$ cat config.mk
export PLATFORM = sky130hd
export DESIGN_NAME = multi_cycle_control_flat
export DESIGN_NICKNAME = d
export VERILOG_FILES = /design/src/rtl/multi_cycle_control_if.sv /design/src/rtl/multi_cycle_control.sv /design/src/flat_wrapper.sv
export SDC_FILE = /design/constraint.sdc
export NUM_CORES = 1
export LEC_CHECK = 0
export BUFFER_PORTS_ARGS = -buffer_cell sky130_fd_sc_hd__buf_2
export CORE_MARGIN = 4
export CORE_UTILIZATION = 53
export DETAILED_ROUTE_END_ITERATION = 6
export HOLD_SLACK_MARGIN = 0.1
export PLACE_DENSITY_LB_ADDON = 0.25
export SKIP_CTS_REPAIR_TIMING = 1
export SYNTH_ARGS = -nofsm -noshare
export SYNTH_HDL_FRONTEND = slang
export SYNTH_SLANG_ARGS = --single-unit
$ cat constraint.sdc
create_clock -name clk -period 2.88 [get_ports clk]
set_clock_uncertainty 0.15 [all_clocks]
set_input_delay 0.288 -clock clk [delete_from_list [all_inputs] [get_ports clk]]
set_output_delay 0.288 -clock clk [all_outputs]
set_load 0.005 [all_outputs]
$ cat src/rtl/multi_cycle_control_if.sv
// Control-to-datapath bundle of the multi-cycle MIPS control unit.
// The master side is the control unit; the slave side is the datapath/memory.
interface multi_cycle_control_if #(
    parameter int CNT_W = 16
);
    logic [5:0]       op;
    logic [5:0]       funct;
    logic             mem_ready;
    logic             alu_zero;
    logic             pc_wen;
    logic             ir_wen;
    logic             iord;
    logic             mem_ren;
    logic             mem_wen;
    logic             rf_wen;
    logic             rf_dst;
    logic             data_rf;
    logic             alu_src_a;
    logic [1:0]       alu_src_b;
    logic [3:0]       alu_ct;
    logic [1:0]       pc_src;
    logic [2:0]       state;
    logic             illegal;
    logic             mem_err;
    logic [CNT_W-1:0] inst_count;

    modport master (
        input  op, funct, mem_ready, alu_zero,
        output pc_wen, ir_wen, iord, mem_ren, mem_wen, rf_wen, rf_dst, data_rf,
               alu_src_a, alu_src_b, alu_ct, pc_src, state, illegal, mem_err, inst_count
    );

    modport slave (
        output op, funct, mem_ready, alu_zero,
        input  pc_wen, ir_wen, iord, mem_ren, mem_wen, rf_wen, rf_dst, data_rf,
               alu_src_a, alu_src_b, alu_ct, pc_src, state, illegal, mem_err, inst_count
    );
endinterface

$ cat src/rtl/multi_cycle_control.sv
// Multi-cycle MIPS control FSM: fetch/decode/exec/mem/writeback sequencing,
// memory handshake with a wait watchdog, sticky fault flags and a retire counter.
module multi_cycle_control #(
    parameter int WAIT_LIMIT  = 15,
    parameter bit ENABLE_BNE  = 1'b1,
    parameter bit ENABLE_SLTI = 1'b1,
    parameter int CNT_W       = 16
) (
    input logic clk,
    input logic rst,
    multi_cycle_control_if.master bus
);
    localparam logic [2:0] S_FETCH  = 3'd0;
    localparam logic [2:0] S_DECODE = 3'd1;
    localparam logic [2:0] S_EXEC   = 3'd2;
    localparam logic [2:0] S_MEM    = 3'd3;
    localparam logic [2:0] S_WB     = 3'd4;
    localparam logic [2:0] S_BRANCH = 3'd5;
    localparam logic [2:0] S_JUMP   = 3'd6;
    localparam logic [2:0] S_HALT   = 3'd7;

    localparam logic [5:0] OP_RTYPE = 6'b000000;
    localparam logic [5:0] OP_J     = 6'b000010;
    localparam logic [5:0] OP_BEQ   = 6'b000100;
    localparam logic [5:0] OP_BNE   = 6'b000101;
    localparam logic [5:0] OP_ADDIU = 6'b001001;
    localparam logic [5:0] OP_SLTI  = 6'b001010;
    localparam logic [5:0] OP_LW    = 6'b100011;
    localparam logic [5:0] OP_SW    = 6'b101011;

    localparam logic [5:0] FN_ADDU = 6'b100001;
    localparam logic [5:0] FN_SUBU = 6'b100011;
    localparam logic [5:0] FN_AND  = 6'b100100;
    localparam logic [5:0] FN_OR   = 6'b100101;
    localparam logic [5:0] FN_SLT  = 6'b101010;

    localparam logic [3:0] ALU_AND = 4'b0000;
    localparam logic [3:0] ALU_OR  = 4'b0001;
    localparam logic [3:0] ALU_ADD = 4'b0010;
    localparam logic [3:0] ALU_SUB = 4'b0110;
    localparam logic [3:0] ALU_SLT = 4'b0111;

    // The counter only ever needs to hold WAIT_LIMIT-1 before the watchdog fires.
    localparam int               WAIT_W    = (WAIT_LIMIT < 2) ? 1 : $clog2(WAIT_LIMIT);
    localparam logic [WAIT_W-1:0] WAIT_LAST = WAIT_W'(WAIT_LIMIT - 1);

    logic [2:0]        state_r;
    logic [2:0]        state_nx_s;
    logic [5:0]        op_r;
    logic [5:0]        funct_r;
    logic              illegal_r;
    logic              mem_err_r;
    logic [CNT_W-1:0]  cnt_r;
    logic [WAIT_W-1:0] wait_cnt_r;
    logic              mem_wait_s;
    logic              wd_fire_s;
    logic              retire_s;
    logic              dec_legal_s;

    logic       pc_wen_s, ir_wen_s, iord_s, mem_ren_s, mem_wen_s;
    logic       rf_wen_s, rf_dst_s, data_rf_s, alu_src_a_s;
    logic [1:0] alu_src_b_s, pc_src_s;
    logic [3:0] alu_ct_s;

    function automatic logic funct_legal(input logic [5:0] f);
        case (f)
            FN_ADDU, FN_SUBU, FN_AND, FN_OR, FN_SLT: funct_legal = 1'b1;
            default:                                 funct_legal = 1'b0;
        endcase
    endfunction

    function automatic logic op_legal(input logic [5:0] o, input logic [5:0] f);
        case (o)
            OP_RTYPE:                              op_legal = funct_legal(f);
            OP_LW, OP_SW, OP_BEQ, OP_J, OP_ADDIU:  op_legal = 1'b1;
            OP_BNE:                                op_legal = ENABLE_BNE;
            OP_SLTI:                               op_legal = ENABLE_SLTI;
            default:                               op_legal = 1'b0;
        endcase
    endfunction

    function automatic logic [3:0] funct_alu(input logic [5:0] f);
        case (f)
            FN_ADDU: funct_alu = ALU_ADD;
            FN_SUBU: funct_alu = ALU_SUB;
            FN_AND:  funct_alu = ALU_AND;
            FN_OR:   funct_alu = ALU_OR;
            FN_SLT:  funct_alu = ALU_SLT;
            default: funct_alu = ALU_ADD;
        endcase
    endfunction

    assign dec_legal_s = op_legal(bus.op, bus.funct);
    assign mem_wait_s  = ((state_r == S_FETCH) || (state_r == S_MEM)) && !bus.mem_ready;
    assign wd_fire_s   = (WAIT_LIMIT != 0) && mem_wait_s && (wait_cnt_r == WAIT_LAST);
    assign retire_s    = (state_nx_s == S_FETCH) && (state_r != S_FETCH);

    // Next-state selection.
    always_comb begin
        state_nx_s = state_r;
        case (state_r)
            S_FETCH: begin
                if (bus.mem_ready)   state_nx_s = S_DECODE;
                else if (wd_fire_s)  state_nx_s = S_HALT;
                else                 state_nx_s = S_FETCH;
            end
            S_DECODE: begin
                if (!dec_legal_s) begin
                    state_nx_s = S_HALT;
                end else begin
                    case (bus.op)
                        OP_BEQ, OP_BNE: state_nx_s = S_BRANCH;
                        OP_J:           state_nx_s = S_JUMP;
                        default:        state_nx_s = S_EXEC;
                    endcase
                end
            end
            S_EXEC: begin
                if ((op_r == OP_LW) || (op_r == OP_SW)) state_nx_s = S_MEM;
                else                                    state_nx_s = S_WB;
            end
            S_MEM: begin
                if (bus.mem_ready)   state_nx_s = (op_r == OP_SW) ? S_FETCH : S_WB;
                else if (wd_fire_s)  state_nx_s = S_HALT;
                else                 state_nx_s = S_MEM;
            end
            S_WB, S_BRANCH, S_JUMP: state_nx_s = S_FETCH;
            S_HALT:                 state_nx_s = S_HALT;
            default:                state_nx_s = S_HALT;
        endcase
    end

    // State register and the instruction fields captured in DECODE.
    always_ff @(posedge clk) begin
        if (rst) begin
            state_r <= S_FETCH;
            op_r    <= 6'd0;
            funct_r <= 6'd0;
        end else begin
            state_r <= state_nx_s;
            if (state_r == S_DECODE) begin
                op_r    <= bus.op;
                funct_r <= bus.funct;
            end
        end
    end

    // Sticky fault flags and the retired-instruction counter.
    always_ff @(posedge clk) begin
        if (rst) begin
            illegal_r <= 1'b0;
            mem_err_r <= 1'b0;
            cnt_r     <= '0;
        end else begin
            if ((state_r == S_DECODE) && !dec_legal_s) illegal_r <= 1'b1;
            if (wd_fire_s)                              mem_err_r <= 1'b1;
            if (retire_s)                               cnt_r     <= cnt_r + CNT_W'(1);
        end
    end

    // Memory wait counter: restarts whenever the FSM enters a new state.
    always_ff @(posedge clk) begin
        if (rst) begin
            wait_cnt_r <= '0;
        end else if (state_nx_s != state_r) begin
            wait_cnt_r <= '0;
        end else if (mem_wait_s) begin
            wait_cnt_r <= wait_cnt_r + WAIT_W'(1);
        end
    end

    // Datapath strobes and mux selects per state.
    always_comb begin
        pc_wen_s    = 1'b0;
        ir_wen_s    = 1'b0;
        iord_s      = 1'b0;
        mem_ren_s   = 1'b0;
        mem_wen_s   = 1'b0;
        rf_wen_s    = 1'b0;
        rf_dst_s    = 1'b0;
        data_rf_s   = 1'b0;
        alu_src_a_s = 1'b0;
        alu_src_b_s = 2'b00;
        alu_ct_s    = ALU_AND;
        pc_src_s    = 2'b00;
        case (state_r)
            S_FETCH: begin
                mem_ren_s   = 1'b1;
                alu_src_b_s = 2'b01;
                alu_ct_s    = ALU_ADD;
                ir_wen_s    = bus.mem_ready;
                pc_wen_s    = bus.mem_ready;
            end
            S_DECODE: begin
                alu_src_b_s = 2'b11;
                alu_ct_s    = ALU_ADD;
            end
            S_EXEC: begin
                alu_src_a_s = 1'b1;
                case (op_r)
                    OP_RTYPE: begin
                        alu_src_b_s = 2'b00;
                        alu_ct_s    = funct_alu(funct_r);
                    end
                    OP_SLTI: begin
                        alu_src_b_s = 2'b10;
                        alu_ct_s    = ALU_SLT;
                    end
                    default: begin
                        alu_src_b_s = 2'b10;
                        alu_ct_s    = ALU_ADD;
                    end
                endcase
            end
            S_MEM: begin
                iord_s    = 1'b1;
                mem_ren_s = (op_r == OP_LW);
                mem_wen_s = (op_r == OP_SW);
            end
            S_WB: begin
                rf_wen_s  = 1'b1;
                rf_dst_s  = (op_r == OP_RTYPE);
                data_rf_s = (op_r == OP_LW);
            end
            S_BRANCH: begin
                alu_src_a_s = 1'b1;
                alu_src_b_s = 2'b00;
                alu_ct_s    = ALU_SUB;
                pc_src_s    = 2'b01;
                pc_wen_s    = (op_r == OP_BNE) ? !bus.alu_zero : bus.alu_zero;
            end
            S_JUMP: begin
                pc_src_s = 2'b10;
                pc_wen_s = 1'b1;
            end
            default: begin
                pc_wen_s = 1'b0;
            end
        endcase
    end

    // Strobes are masked while reset is asserted so nothing writes mid-reset.
    assign bus.pc_wen     = pc_wen_s  & ~rst;
    assign bus.ir_wen     = ir_wen_s  & ~rst;
    assign bus.mem_ren    = mem_ren_s & ~rst;
    assign bus.mem_wen    = mem_wen_s & ~rst;
    assign bus.rf_wen     = rf_wen_s  & ~rst;
    assign bus.iord       = iord_s;
    assign bus.rf_dst     = rf_dst_s;
    assign bus.data_rf    = data_rf_s;
    assign bus.alu_src_a  = alu_src_a_s;
    assign bus.alu_src_b  = alu_src_b_s;
    assign bus.alu_ct     = alu_ct_s;
    assign bus.pc_src     = pc_src_s;
    assign bus.state      = state_r;
    assign bus.illegal    = illegal_r;
    assign bus.mem_err    = mem_err_r;
    assign bus.inst_count = cnt_r;
endmodule
$ cat src/flat_wrapper.sv
// flat-port wrapper written by rule: the top's interface ports become plain ports
module multi_cycle_control_flat 
#(
    parameter int WAIT_LIMIT  = 15,
    parameter bit ENABLE_BNE  = 1'b1,
    parameter bit ENABLE_SLTI = 1'b1,
    parameter int CNT_W       = 16
)
  (clk, rst, bus_op, bus_funct, bus_mem_ready, bus_alu_zero, bus_pc_wen, bus_ir_wen, bus_iord, bus_mem_ren, bus_mem_wen, bus_rf_wen, bus_rf_dst, bus_data_rf, bus_alu_src_a, bus_alu_src_b, bus_alu_ct, bus_pc_src, bus_state, bus_illegal, bus_mem_err, bus_inst_count);
  multi_cycle_control_if #(.CNT_W(CNT_W)) bus_i ();
  input logic clk;
  input logic rst;
  input wire logic [$bits(bus_i.op)-1:0] bus_op;
  input wire logic [$bits(bus_i.funct)-1:0] bus_funct;
  input wire logic [$bits(bus_i.mem_ready)-1:0] bus_mem_ready;
  input wire logic [$bits(bus_i.alu_zero)-1:0] bus_alu_zero;
  output wire logic [$bits(bus_i.pc_wen)-1:0] bus_pc_wen;
  output wire logic [$bits(bus_i.ir_wen)-1:0] bus_ir_wen;
  output wire logic [$bits(bus_i.iord)-1:0] bus_iord;
  output wire logic [$bits(bus_i.mem_ren)-1:0] bus_mem_ren;
  output wire logic [$bits(bus_i.mem_wen)-1:0] bus_mem_wen;
  output wire logic [$bits(bus_i.rf_wen)-1:0] bus_rf_wen;
  output wire logic [$bits(bus_i.rf_dst)-1:0] bus_rf_dst;
  output wire logic [$bits(bus_i.data_rf)-1:0] bus_data_rf;
  output wire logic [$bits(bus_i.alu_src_a)-1:0] bus_alu_src_a;
  output wire logic [$bits(bus_i.alu_src_b)-1:0] bus_alu_src_b;
  output wire logic [$bits(bus_i.alu_ct)-1:0] bus_alu_ct;
  output wire logic [$bits(bus_i.pc_src)-1:0] bus_pc_src;
  output wire logic [$bits(bus_i.state)-1:0] bus_state;
  output wire logic [$bits(bus_i.illegal)-1:0] bus_illegal;
  output wire logic [$bits(bus_i.mem_err)-1:0] bus_mem_err;
  output wire logic [$bits(bus_i.inst_count)-1:0] bus_inst_count;
  assign bus_i.op = bus_op;
  assign bus_i.funct = bus_funct;
  assign bus_i.mem_ready = bus_mem_ready;
  assign bus_i.alu_zero = bus_alu_zero;
  assign bus_pc_wen = bus_i.pc_wen;
  assign bus_ir_wen = bus_i.ir_wen;
  assign bus_iord = bus_i.iord;
  assign bus_mem_ren = bus_i.mem_ren;
  assign bus_mem_wen = bus_i.mem_wen;
  assign bus_rf_wen = bus_i.rf_wen;
  assign bus_rf_dst = bus_i.rf_dst;
  assign bus_data_rf = bus_i.data_rf;
  assign bus_alu_src_a = bus_i.alu_src_a;
  assign bus_alu_src_b = bus_i.alu_src_b;
  assign bus_alu_ct = bus_i.alu_ct;
  assign bus_pc_src = bus_i.pc_src;
  assign bus_state = bus_i.state;
  assign bus_illegal = bus_i.illegal;
  assign bus_mem_err = bus_i.mem_err;
  assign bus_inst_count = bus_i.inst_count;
  multi_cycle_control #(.WAIT_LIMIT(WAIT_LIMIT), .ENABLE_BNE(ENABLE_BNE), .ENABLE_SLTI(ENABLE_SLTI), .CNT_W(CNT_W)) u_core (.clk(clk), .rst(rst), .bus(bus_i));
endmodule
Word-level counts from Yosys, hierarchy flattened

Index checks and enable logic that the tools add are counted.

Register bits: 37
Latch bits: 0
Memory bits (writable): 0
Memory bits (read-only): 0
Output and inout bits: 38
Logic and storage cells: 92
Memories: 0

Add/subtract/negate cells: 2
$mul: 0
Divide/modulo/power cells: 0
Order comparisons: 0
Equal/unequal tests: 29
Shifts and indexed selects: 0
Muxes and demuxes: 27
Bitwise operators: 6
Reductions and logical operators: 21

Operators with widths:

| cell                                                             | number |
|---|---|
| 6-bit == test (second input constant)                            | 13 |
| 3-bit two-way mux                                                | 7 |
| 6-bit by 3-bit == test with 1-bit output (second input constant) | 3 |
| 6-bit by 4-bit == test with 1-bit output (second input constant) | 3 |
| 3-bit one-hot mux with 6 select lines                            | 1 |
| 16-bit by 1-bit adder with 16-bit output (second input constant) | 1 |
| 3-bit == test (second input constant)                            | 4 |
| 6-bit logical NOT                                                | 2 |
| 3-bit one-hot mux with 2 select lines                            | 2 |
| 3-bit one-hot mux with 4 select lines                            | 1 |
| 4-bit one-hot mux with 3 select lines                            | 1 |
| 1-bit two-way mux                                                | 9 |
| 2-bit OR reduction                                               | 4 |
| 7-bit OR reduction                                               | 1 |
| 3-bit by 2-bit == test with 1-bit output (second input constant) | 2 |
| 6-bit by 2-bit == test with 1-bit output (second input constant) | 1 |
| 3-bit logical NOT                                                | 2 |
| 2-bit one-hot mux with 3 select lines                            | 1 |
| 1-bit bitwise AND                                                | 5 |
| 5-bit OR reduction                                               | 1 |
| 4-bit by 1-bit adder with 4-bit output (second input constant)   | 1 |
| 4-bit == test (second input constant)                            | 1 |
| 1-bit logical AND                                                | 4 |
| 1-bit one-hot mux with 2 select lines                            | 2 |
| other kinds (10)                                                 | 13 |

Longest topological paths before layout

Depth after elaboration: 9
Mapped depth: 9

Worst setup path before layout

Ideal clock, no wire load.

Path kind: reg-to-reg
From: register u_core.wait_cnt_r[0]
To: register u_core.cnt_r[4], in the netlist u_core.bus.inst_count[4]
Library setup time: 0.059 ns
Arrival: 1.895 ns
Data required time: 2.671 ns
Setup slack: 0.776 ns
Stages on the path, launching flop included: 10
Clock period less this slack: 2.104 ns
Cell sequence: dfxtp_1 -> inv_1 -> ha_1 -> and4b_1 -> a21oi_2 -> o311a_2 -> o21ai_2 -> buf_6 -> or4_1 -> nand2_1

Cells in the longest elaborated chain, start to end: 7
Elaborated cells between the ends (all ways): 9

Ends and longest elaborated chain:

| element                                 | line                                                   | source |
|---|---|---|
| start, declared                         | multi_cycle_control.sv:54                              | `logic [WAIT_W-1:0] wait_cnt_r;` |
| start signal, assigned                  | multi_cycle_control.sv:168                             | `wait_cnt_r <= wait_cnt_r + WAIT_W'(1);` |
| 4-bit == test *                         | multi_cycle_control.sv:95                              | `assign wd_fire_s = (WAIT_LIMIT != 0) && mem_wait_s && (wait_cnt_r == WAIT_LAST);` |
| 1-bit logical AND *                     | multi_cycle_control.sv:95                              |  |
| 3-bit two-way mux (on tied branches)    | multi_cycle_control.sv:104, multi_cycle_control.sv:124 |  |
| 3-bit two-way mux (on tied branches)    | multi_cycle_control.sv:103, multi_cycle_control.sv:123 |  |
| 3-bit one-hot mux with 6 select lines * | multi_cycle_control.sv:101                             | `case (state_r)` |
| 3-bit logical NOT *                     | multi_cycle_control.sv:96                              | `assign retire_s = (state_nx_s == S_FETCH) && (state_r != S_FETCH);` |
| 1-bit logical AND *                     | multi_cycle_control.sv:96                              |  |
| end signal, assigned                    | multi_cycle_control.sv:157                             | `if (retire_s) cnt_r <= cnt_r + CNT_W'(1);` |
| end, declared                           | multi_cycle_control.sv:53                              | `logic [CNT_W-1:0] cnt_r;` |

Every way passes the cells marked *; elsewhere a longest branch is shown, timed or not.
A chain may end at the register's enable or synchronous reset.

Worst setup path in the final report

From: register u_core.state_r[0], in the netlist u_core.bus.state[0]
To: register u_core.cnt_r[6], in the netlist u_core.bus.inst_count[6]

Cells in the longest elaborated chain, start to end: 9
Elaborated cells between the ends (all ways): 20

Ends and longest elaborated chain:

| element                                                                              | line                                                   | source |
|---|---|---|
| start, declared                                                                      | multi_cycle_control.sv:47                              | `logic [2:0] state_r;` |
| start signal, assigned                                                               | multi_cycle_control.sv:140                             | `state_r <= state_nx_s;` |
| 3-bit by 2-bit == test with 1-bit output / 3-bit logical NOT (equally long branches) | multi_cycle_control.sv:94, multi_cycle_control.sv:101  |  |
| 1-bit logical OR                                                                     | multi_cycle_control.sv:94                              | `assign mem_wait_s = ((state_r == S_FETCH) \|\| (state_r == S_MEM)) && !bus.mem_ready;` |
| 1-bit logical AND                                                                    | multi_cycle_control.sv:94                              |  |
| 1-bit logical AND                                                                    | multi_cycle_control.sv:95                              |  |
| 3-bit two-way mux (on tied branches)                                                 | multi_cycle_control.sv:104, multi_cycle_control.sv:124 |  |
| 3-bit two-way mux (on tied branches)                                                 | multi_cycle_control.sv:103, multi_cycle_control.sv:123 |  |
| 3-bit one-hot mux with 6 select lines                                                | multi_cycle_control.sv:101                             |  |
| 3-bit logical NOT                                                                    | multi_cycle_control.sv:96                              |  |
| 1-bit logical AND *                                                                  | multi_cycle_control.sv:96                              |  |

Marks and branches as above.

==> flow_summary.ini <==
[critical_path]
critPathLaunchType = flop
endpoint_kind = flop
rr_worst_depth = 6
arrival_ps = 2670
path_class = reg2reg
slowest_stage = dfxtp_1
crit_fanout = 24
cp_slowest_stage_delay_ps = 820
cp_data_required_time_ps = 2950
path_cells = xnor2_1 -> a21oi_2 -> o311a_2 -> o21ai_2 -> or4_1 -> a21oi_1

[synthesis]
netlist_area_sq_um = 2217
yosys_warnings = 0
synth_fp_nets = 302
synth_area_per_cell_sq_um = 7.834
synthFlopType = dfxtp_1
yosysSeqAreaShare = 0.3341
synth_edf_count = 0
ys_types = 53
synth_seq_cells = 37
async_flop_share = 0
netlist_instances = 283

[routing]
vias = 2219
routed_via_density = 5.839
wl_per_cell_um = 14.63
first_iter_violations = 116
drt_first_pass_iters = 4
wl_mm = 5.561
ant_nets = 0
drc = 0

[global_route]
grt_usage = 0.2164
grt_max_degree = 46
grt_pass1_vias = 2037
overflow = 0
grt_pass1_wl_mm = 9.080
antenna_found_initial = 0

[worst_hold_path]
hold_path_class = in2reg
hold-path-cell-count = 3

[timing]
slew_viol_final = 0
tns_ps = 0
hold_viol_final = 0
finalCritPeriodShare = 0.9046
rsz0062_at_grt = false
tightest_slew_ps = 795.2
relSlewSlack = 0.4699
fin_crit_ps = 2605
max_freq_mhz = 383.8
worst_hold_slack_ps = 96.63
finalSetupViolCount = 0

[cells_and_area]
finalNonFillerCells = 380
final_common_cell = buf_2
nets = 348
drive_above_1_share = 0.2242
final_cell_mix = buf_2 (52), nand2_1 (38), dfxtp_1 (37)
diodes = 0
nFillCells = 387
area_delta_synth_final_pct = 15.58

[clocking]
cts_tree = built
clock_sinks = 37
htreeDepth = 2
cts_buffers = 5
cts_buffer_depth = 2
root_buffer = clkbuf_8
clk_pin_slew_ps = 70
clk_latency_ps = 290

[place]
gp_congestion = 0.8178
port_buffers = 52
placedCellCount = 371
dp_hpwl_mm = 4.013

[floorplan]
die_width_um = 72.68
die_area_sq_um = 5282
fp.dieH_um = 72.68
start_util = 0.5503
rows = 23
io_pins = 54
core_sq_um = 4029

[power]
switching_share = 0.3416
p_leak_nw = 1.030
power_density_nw_per_um2 = 508.6
p_total_mw = 1.303
clkPwrFrac = 0.269
seq_power_share = 0.467
p_int_uw = 858.2
p_comb_frac = 0.263
ir_worst_vdd_mv = 0.3738
p_switching_uw = 445.2

[run_status]
status = completed

[job]
cap_violations = 0
==> stage by stage <==
step | area [sq um] | setup WS [ps] | utilization
finish | 2562 | 274.7 | 0.6360
global route | 2562 | 109.9 | 0.6360
CTS | 2552 | 324.0 | 0.6335
detailed placement | 2470 | 335.8 | 0.6130
global placement | 2470 | 443.8 | 0.6130
floorplan | 2217 | 776.2 | -
==> state kept, by name, indices dropped and copies added, names as in the netlist <==
name	flops
u_core.bus.inst_count	16
u_core.funct_r	6
u_core.op_r	6
u_core.wait_cnt_r	4
u_core.bus.state	3
u_core.bus.illegal	1
u_core.bus.mem_err	1
==> cells by family after synthesis <==
group                      synth area share
AOI/OAI and AO/OA                    0.1924
xor gates and xnor gates            0.03950
adders and majority gates           0.01693
buffers and inverters               0.05192
DFF                                  0.3341
muxes                              0.009593
other                              0.001691
and+or+nand+nor                      0.3538
==> routing by layer <==
metal	routed length, um	part of all wire	up-vias	track usage
met3	430	0.077	8	0.05234
met1	2385	0.43	1028	0.2796
met2	2666	0.48	74	0.3497
met4	79	0.014	0	0.07992
met5	0	0	-	0
li1	-	-	1109	-
==> worst max-delay path, delay by kind of cell, from the launching register on <==
family	cells	cell delay (ps)
xor+xnor	1	200
simple gates	1	550
compound gates	4	810
flops	1	820
==> synth_stat cells (6+ instances only) <==
master,n,area (sq um)
nand2_1,38,142.6
dfxtp_1,37,740.7
a21oi_1,26,130.1
nor2_1,22,82.58
o21ai_0,12,60.06
clkbuf_1,10,37.54
nor2b_1,10,62.56
nor3b_1,8,60.06
nand3_1,7,35.03
or3_1,7,43.79
inv_1,6,22.52
nor3_1,6,30.03
nor4_1,6,37.54
o31ai_1,6,45.04
or4_1,6,45.04
xnor2_1,6,52.55
==> worst paths after layout <==
| check | start | endpoint | slack (ps) |
|---|---|---|---|
| worst max register to register | u_core.bus.state[0]$_SDFF_PP0_ | u_core.bus.inst_count[6]$_SDFFE_PP0P_ | 270 |
| worst max-delay path | u_core.bus.state[0]$_SDFF_PP0_ | u_core.bus.inst_count[6]$_SDFFE_PP0P_ | 270 |
| worst min-delay path | bus_funct[3] | u_core.funct_r[3]$_SDFFE_PP0P_ | 100 |
| worst min register to register | u_core.funct_r[5]$_SDFFE_PP0P_ | u_core.funct_r[5]$_SDFFE_PP0P_ | 300 |
==> power by group through the flow <==
stage / Sequential [mW] / Combinational [mW] / Clock, mW
finish: 0.609 / 0.343 / 0.351
global route: 0.615 / 0.386 / 0.376
CTS: 0.607 / 0.341 / 0.357
detailed placement: 0.618 / 0.338 / 0
global placement: 0.616 / 0.333 / 0
floorplan: 0.591 / 0.268 / 0
==> layout make-up <==
class	instances	area, sq um	share of cell area
timing repair buffer	56	292.8	0.1143
tap	50	62.56	0.02441
sequential	37	740.7	0.2891
clock inverter	2	10.01	0.003906
inverter	6	22.52	0.008789
clock buffer	6	72.57	0.02832
multi-input combinational	223	1361	0.5313
(Power assumes the default switching activity.)
